[config.mk]
export PLATFORM = sky130hd
export DESIGN_NAME = uart_rx
export DESIGN_NICKNAME = d
export VERILOG_FILES = /design/src/rtl/uart_pkg.sv /design/src/rtl/uart_sync_2ff.sv /design/src/rtl/uart_rx.sv
export SDC_FILE = /design/constraint.sdc
export NUM_CORES = 1
export LEC_CHECK = 0
export ABC_AREA = 1
export BUFFER_PORTS_ARGS = -buffer_cell sky130_fd_sc_hd__buf_2
export CORE_AREA = 2 2 95 97
export CTS_CLUSTER_SIZE = 30
export DETAILED_ROUTE_END_ITERATION = 16
export DIE_AREA = 0 0 97 99
export PLACE_DENSITY = 0.52
export SETUP_SLACK_MARGIN = 0.1
export SLEW_MARGIN = 20
export SYNTH_ARGS = -nofsm -noshare
export SYNTH_HDL_FRONTEND = slang
export SYNTH_SLANG_ARGS = --single-unit
[constraint.sdc]
create_clock -name clk -period 2.05 [get_ports clk]
set_clock_uncertainty 0.15 [all_clocks]
set_input_delay 0.41 -clock clk [delete_from_list [all_inputs] [get_ports clk]]
set_output_delay 0.41 -clock clk [all_outputs]
set_load 0.1 [all_outputs]
[src/rtl/uart_pkg.sv]
// rtl/uart_pkg.sv - shared UART definitions
// Purpose: receiver/transmitter state encodings and the bit-timing helper.
// Ports: none (package).
package uart_pkg;

    typedef enum logic [1:0] {
        S_IDLE  = 2'd0,
        S_START = 2'd1,
        S_DATA  = 2'd2,
        S_STOP  = 2'd3
    } uart_state_t;

    // Clocks per serial bit; clock given in MHz, baud in bit/s, integer division.
    function automatic int unsigned clocks_per_bit(input int unsigned clk_fre_mhz,
                                                   input int unsigned baud_rate);
        return (clk_fre_mhz * 32'd1000000) / baud_rate;
    endfunction

endpackage

[src/rtl/uart_sync_2ff.sv]
// rtl/uart_sync_2ff.sv - two-flop synchronizer for an asynchronous single-bit input
// Purpose: bring an asynchronous level into the clk domain.
// Ports:
//   clk  in   clock
//   rst  in   synchronous reset, active-high; both flops load RESET_VAL
//   d    in   asynchronous input
//   q    out  synchronized output
module uart_sync_2ff #(
    parameter logic RESET_VAL = 1'b1
) (
    input  logic clk,
    input  logic rst,
    input  logic d,
    output logic q
);

    logic meta;

    always_ff @(posedge clk) begin
        if (rst) begin
            meta <= RESET_VAL;
            q    <= RESET_VAL;
        end else begin
            meta <= d;
            q    <= meta;
        end
    end

endmodule

[src/rtl/uart_rx.sv]
// rtl/uart_rx.sv - 8N1 UART receiver with valid/ready byte output
// Purpose: mid-bit sampling receiver, LSB first, one stop bit.
// Ports:
//   clk            in   clock
//   rst            in   synchronous reset, active-high
//   rx_pin         in   asynchronous serial line, idle high
//   rx_data        out  [7:0] received byte, stable while rx_data_valid
//   rx_data_valid  out  byte available
//   rx_data_ready  in   consumer accepts the byte
//   rx_frame_err   out  one-cycle pulse: stop bit sampled low
//   rx_overrun     out  one-cycle pulse: unread byte overwritten
module uart_rx
    import uart_pkg::*;
#(
    parameter int unsigned CLK_FRE   = 27,
    parameter int unsigned BAUD_RATE = 5625
) (
    input  logic       clk,
    input  logic       rst,
    input  logic       rx_pin,
    output logic [7:0] rx_data,
    output logic       rx_data_valid,
    input  logic       rx_data_ready,
    output logic       rx_frame_err,
    output logic       rx_overrun
);

    localparam int unsigned CYCLE = clocks_per_bit(CLK_FRE, BAUD_RATE);
    localparam int unsigned HALF  = CYCLE / 2;

    localparam logic [31:0] CYCLE_LAST = 32'(CYCLE - 1);
    localparam logic [31:0] HALF_LAST  = 32'(HALF - 1);

    logic        rx_s;
    logic        rx_s_prev;
    logic        fall;

    uart_state_t state, state_next;
    logic [31:0] cycle_cnt, cycle_cnt_next;
    logic [2:0]  bit_cnt, bit_cnt_next;
    logic [7:0]  shift, shift_next;
    logic        deliver;
    logic        frame_err_set;

    uart_sync_2ff #(
        .RESET_VAL (1'b1)
    ) u_sync (
        .clk (clk),
        .rst (rst),
        .d   (rx_pin),
        .q   (rx_s)
    );

    // A true 1->0 transition is required; a line stuck low never re-arms.
    assign fall = rx_s_prev & ~rx_s;

    always_comb begin
        state_next     = state;
        cycle_cnt_next = cycle_cnt + 32'd1;
        bit_cnt_next   = bit_cnt;
        shift_next     = shift;
        deliver        = 1'b0;
        frame_err_set  = 1'b0;

        case (state)
            S_IDLE: begin
                cycle_cnt_next = 32'd0;
                if (fall) begin
                    state_next = S_START;
                end
            end

            S_START: begin
                if (cycle_cnt == HALF_LAST) begin
                    cycle_cnt_next = 32'd0;
                    if (!rx_s) begin
                        state_next   = S_DATA;
                        bit_cnt_next = 3'd0;
                    end else begin
                        // Start bit gone by mid-point: treat as a glitch.
                        state_next = S_IDLE;
                    end
                end
            end

            S_DATA: begin
                if (cycle_cnt == CYCLE_LAST) begin
                    cycle_cnt_next      = 32'd0;
                    shift_next[bit_cnt] = rx_s;
                    bit_cnt_next        = bit_cnt + 3'd1;
                    if (bit_cnt == 3'd7) begin
                        state_next = S_STOP;
                    end
                end
            end

            S_STOP: begin
                // Leaving at the stop mid-point leaves half a bit to catch
                // a back-to-back start edge.
                if (cycle_cnt == CYCLE_LAST) begin
                    cycle_cnt_next = 32'd0;
                    state_next     = S_IDLE;
                    if (rx_s) begin
                        deliver = 1'b1;
                    end else begin
                        frame_err_set = 1'b1;
                    end
                end
            end

            default: begin
                state_next     = S_IDLE;
                cycle_cnt_next = 32'd0;
            end
        endcase
    end

    always_ff @(posedge clk) begin
        if (rst) begin
            state     <= S_IDLE;
            cycle_cnt <= 32'd0;
            bit_cnt   <= 3'd0;
            shift     <= 8'd0;
            rx_s_prev <= 1'b1;
        end else begin
            state     <= state_next;
            cycle_cnt <= cycle_cnt_next;
            bit_cnt   <= bit_cnt_next;
            shift     <= shift_next;
            rx_s_prev <= rx_s;
        end
    end

    // Output side: the byte lands the cycle after the stop sample decision.
    // A transfer on the delivery cycle consumes the old byte, so it is not
    // an overrun and valid simply stays high.
    always_ff @(posedge clk) begin
        if (rst) begin
            rx_data       <= 8'd0;
            rx_data_valid <= 1'b0;
            rx_frame_err  <= 1'b0;
            rx_overrun    <= 1'b0;
        end else begin
            rx_frame_err <= frame_err_set;
            rx_overrun   <= deliver & rx_data_valid & ~rx_data_ready;
            if (deliver) begin
                rx_data       <= shift;
                rx_data_valid <= 1'b1;
            end else if (rx_data_valid && rx_data_ready) begin
                rx_data_valid <= 1'b0;
            end
        end
    end

endmodule
==> flow_summary.rst <==
.. list-table::
   :header-rows: 1

   * - Metric
     - Value
   * - DRC errors left
     - 0
   * - Fin area
     - 3610 um^2
   * - Ratio of cells with drive above 1 in the final layout
     - 19.3%
   * - Proportion of register bits with asynchronous set or reset after synthesis
     - 0%
   * - Final-layout worst hold slack
     - 0.0860 ns
   * - Maximum root-to-sink buffer count
     - 2
   * - Mean cell area of the mapped netlist
     - 7.03 um^2
   * - Std-Cell Rows
     - 34
   * - Worst stage delay on the critical path
     - 0.35 ns
   * - Vias
     - 2708
   * - Worst EP required
     - 2.14 ns
   * - Routability cong.
     - 0.785
   * - Accumulated negative setup slack
     - 0 ns
   * - Clock Latency Late Sink
     - 0.35 ns
   * - Final hold vios
     - 0
   * - Pins over their slew limit
     - 0
   * - Vias per cell
     - 4.79
   * - Achievable frequency
     - 540 MHz
   * - Antenna violations before repair
     - 0
   * - Data arrival time at the worst-slack endpoint
     - 1.94 ns
   * - Total core area
     - 8550 um^2
   * - Post-synth top area cell
     - sky130_fd_sc_hd__dfxtp_1
   * - Final routed wirelength across all metal layers
     - 7230 um
   * - Hold_buf cts
     - 0
   * - Top cell by count, worst path
     - sky130_fd_sc_hd__nand2_2
   * - Startpoint types
     - flip-flop
   * - Count of final setup violators
     - 0
   * - Type of destination of the critical path
     - flip-flop
   * - Grt total ovfl
     - 0
   * - Routed length per placed instance
     - 12.8 um
   * - Number of buffers created by CTS
     - 9
   * - Net count, final
     - 459
   * - Vias in the first global route
     - 2541
   * - Die H
     - 99 um
   * - Leading register cell type out of synthesis
     - sky130_fd_sc_hd__dfxtp_1
   * - Max-cap violations
     - 0
   * - Synthesized instance count
     - 420
   * - Power Dens Cells
     - 708 nW/um^2
   * - Total of fill cells in the finished design
     - 875
   * - Cell variety after synth
     - 33
   * - Count of yosys warnings during synthesis
     - 0
   * - Clock-pin slew reported for the worst setup and hold paths after clock tree synthesis
     - 0.07 ns
   * - Number of port buffers
     - 14
   * - Number of enable-type register cells in the synthesized netlist
     - 0
   * - Critical path, cell by cell
     - ha_2 > nand2_2 > inv_2 > nand2_4 > nor2_4 > nand2_2 > o21ai_4 > nand2_2 > nand2_4 > clkbuf_16 > nor2_1
   * - TritonRoute pass-1 iters
     - 4
   * - Clock tree root buffer cell
     - sky130_fd_sc_hd__clkbuf_8
   * - Leakage component of the power
     - 1.35 nW
   * - Antenna violation net count after detailed routing
     - 0
   * - Crit Path Class
     - flip-flop to flip-flop
   * - Horiz. Die Dim
     - 97 um
   * - TritonCTS Sinks
     - 59
   * - Pin count of the biggest net entering global routing
     - 33
   * - Cells taking the most area after synthesis
     - sky130_fd_sc_hd__dfxtp_1 (40%), sky130_fd_sc_hd__nor2_1 (10%), sky130_fd_sc_hd__nand2_1 (9.3%), sky130_fd_sc_hd__inv_1 (5.3%), sky130_fd_sc_hd__nand3_1 (4.4%)
   * - Synthesized net count
     - 427
   * - Slew at the pin with the worst max-slew slack
     - 0.518 ns
   * - Signed area change from the synthesized netlist to the final layout
     - 22.1%
   * - Unrepaired setup endpoints after global routing
     - yes
   * - Run status
     - completed
   * - DPL Wire Length
     - 4950 um
   * - Kind of path behind the tightest hold check
     - primary input to flip-flop
   * - Max-Slew Margin vs Limit
     - 65.4%
   * - Violation count after the first detailed-route iteration
     - 140
   * - Min Tclk post-route
     - 1.85 ns
   * - Number of storage elements in the synthesis netlist
     - 59
   * - Sequential share of the synthesized area
     - 40.0%
   * - Die Footprint
     - 9600 um^2
   * - Post-DP Area
     - 3210 um^2
   * - Max VDD drop
     - 0.000351 V
   * - Kind of cell adding the most delay to the critical path
     - simple AND/OR/NAND/NOR gates
   * - H-tree lvl count
     - 3
   * - Crit Path Max Fanout
     - 8
   * - Non-filler cells in the finished layout
     - 565
   * - Number of diodes added for antenna fixing
     - 0
   * - Area share of the largest cell type after synthesis
     - 40.0%
   * - Slowest stage cell, crit path
     - sky130_fd_sc_hd__dfxtp_2
   * - Summed instance area of the synthesized netlist
     - 2950 um^2
   * - Boundary pin count
     - 15
   * - Total GRT Usage
     - 15.3%
   * - Cell Count Post-Placement
     - 545
   * - Global-route wire length before repair
     - 11800 um
   * - Fin crit share
     - 90.4%
   * - CTS tree
     - built
   * - Number of buffers and inverters on the critical path
     - 2
   * - Effective utilization at floorplan
     - 34.5%
   * - Pwr Total
     - 2.55 mW
[stage by stage]
step | util, % | worst slack, ns
floorplan | - | 0.285
detailed placement | 37.5 | 0.0405
global route | 42.2 | 0.0718
finish | 42.2 | 0.197
global placement | 37.5 | 0.0893
CTS | 40.5 | 0.0952
[layout make-up]
cell class,instances,area [um^2],share of cell area [%]
clock buffer,9,124,3.44
clock inverter,7,100,2.78
inverter,46,174,4.82
multi-input combinational,305,1630,45.1
sequential,59,1180,32.9
tap,108,135,3.75
timing repair buffer,31,262,7.25
[kinds of logic (layout without fill, tap and decap cells)]
logic type	count (synthesis)	in the layout	share of synthesized area, %
flip-flops	59	59	40.0
adder cells (fa/ha/maj)	3	3	1.27
XOR/XNOR	17	17	5.04
AO/OA/AOI/OAI	37	37	6.44
AND/OR/NAND/NOR	248	248	39.3
buffers and inverters	56	93	7.97
[cells in the final DEF, fill, tap and decap left out, drive strengths merged, types with 11 or more instances in the layout]
master	Yosys	routed
clkbuf	2	11
inv	44	45
nor2	94	94
xor2	13	13
nand3	28	28
nand2	76	76
nor3	19	19
nand4	17	17
dfxtp	59	59
buf	8	29
o21ai	14	14
a21oi	22	22
[worst reg2reg max path, stage by stage, from the launching register on]
cell and delay [ns]:
sky130_fd_sc_hd__dfxtp_2 0.35, sky130_fd_sc_hd__ha_2 0.19, sky130_fd_sc_hd__nand2_2 0.06, sky130_fd_sc_hd__inv_2 0.09, sky130_fd_sc_hd__nand2_4 0.09, sky130_fd_sc_hd__nor2_4 0.11, sky130_fd_sc_hd__nand2_2 0.08, sky130_fd_sc_hd__o21ai_4 0.18
sky130_fd_sc_hd__nand2_2 0.08, sky130_fd_sc_hd__nand2_4 0.14, sky130_fd_sc_hd__clkbuf_16 0.18, sky130_fd_sc_hd__nor2_1 0.05
[repair_timing]
item	4_1_cts	5_1_grt
setup endpoints to repair	17	55
setup buffers	1	0
endpoints found under the hold margin	0	0
gates cloned	0	3
gates resized for setup	2	24
pin swaps	1	4
[path summary, 6_finish.rpt]
| check | to | cells past startpoint | slack [ns] | from |
|---|---|---|---|---|
| worst max-delay path | cycle_cnt[17] | 11 | 0.20 | cycle_cnt[0] |
| worst min-delay path | u_sync.meta | 2 | 0.09 | rx_pin |
| worst max register to register | cycle_cnt[17] | 11 | 0.20 | cycle_cnt[0] |
| worst min register to register | u_sync.q | 1 | 0.27 | u_sync.meta |
[cell usage after synthesis, types with 3 or more instances]
cell and count:
sky130_fd_sc_hd__ha_1 3, sky130_fd_sc_hd__xor2_1 13, sky130_fd_sc_hd__nor2_2 10, sky130_fd_sc_hd__dfxtp_1 59, sky130_fd_sc_hd__inv_1 42, sky130_fd_sc_hd__nand3_1 26, sky130_fd_sc_hd__or2_2 3, sky130_fd_sc_hd__nor3_1 18
sky130_fd_sc_hd__nand2_2 3, sky130_fd_sc_hd__nand2_1 73, sky130_fd_sc_hd__o21ai_0 12, sky130_fd_sc_hd__buf_2 4, sky130_fd_sc_hd__nand4_1 16, sky130_fd_sc_hd__and3_1 4, sky130_fd_sc_hd__a21oi_1 22, sky130_fd_sc_hd__xnor2_1 4
sky130_fd_sc_hd__buf_4 3, sky130_fd_sc_hd__nor2_1 81, sky130_fd_sc_hd__nor2_4 3, sky130_fd_sc_hd__nor3b_1 4
[routing by layer]
| layer | share of wire (%) | up-vias | GRT usage (%) |
|---|---|---|---|
| met2 | 44 | 64 | 23.8 |
| met3 | 4.1 | 8 | 3.26 |
| met1 | 50 | 1209 | 20.8 |
| met4 | 1.5 | 0 | 6.18 |
| met5 | 0 | - | 0 |
| li1 | - | 1427 | - |
[flip-flops by register name, indices dropped and copies added, names as in the netlist, named ones only]
name / count
bit_cnt: 3
cycle_cnt: 32
rx_data: 8
rx_data_valid: 1
rx_frame_err: 1
rx_overrun: 1
rx_s_prev: 1
shift: 8
state: 1
u_sync.meta: 1
u_sync.q: 1
[power breakdown]
part	total, mW	switching, mW	internal, mW
registers	1.17	0.0145	1.16
logic	0.166	0.0973	0.0684
clock network	1.21	0.522	0.692
(Power assumes the default switching activity.)
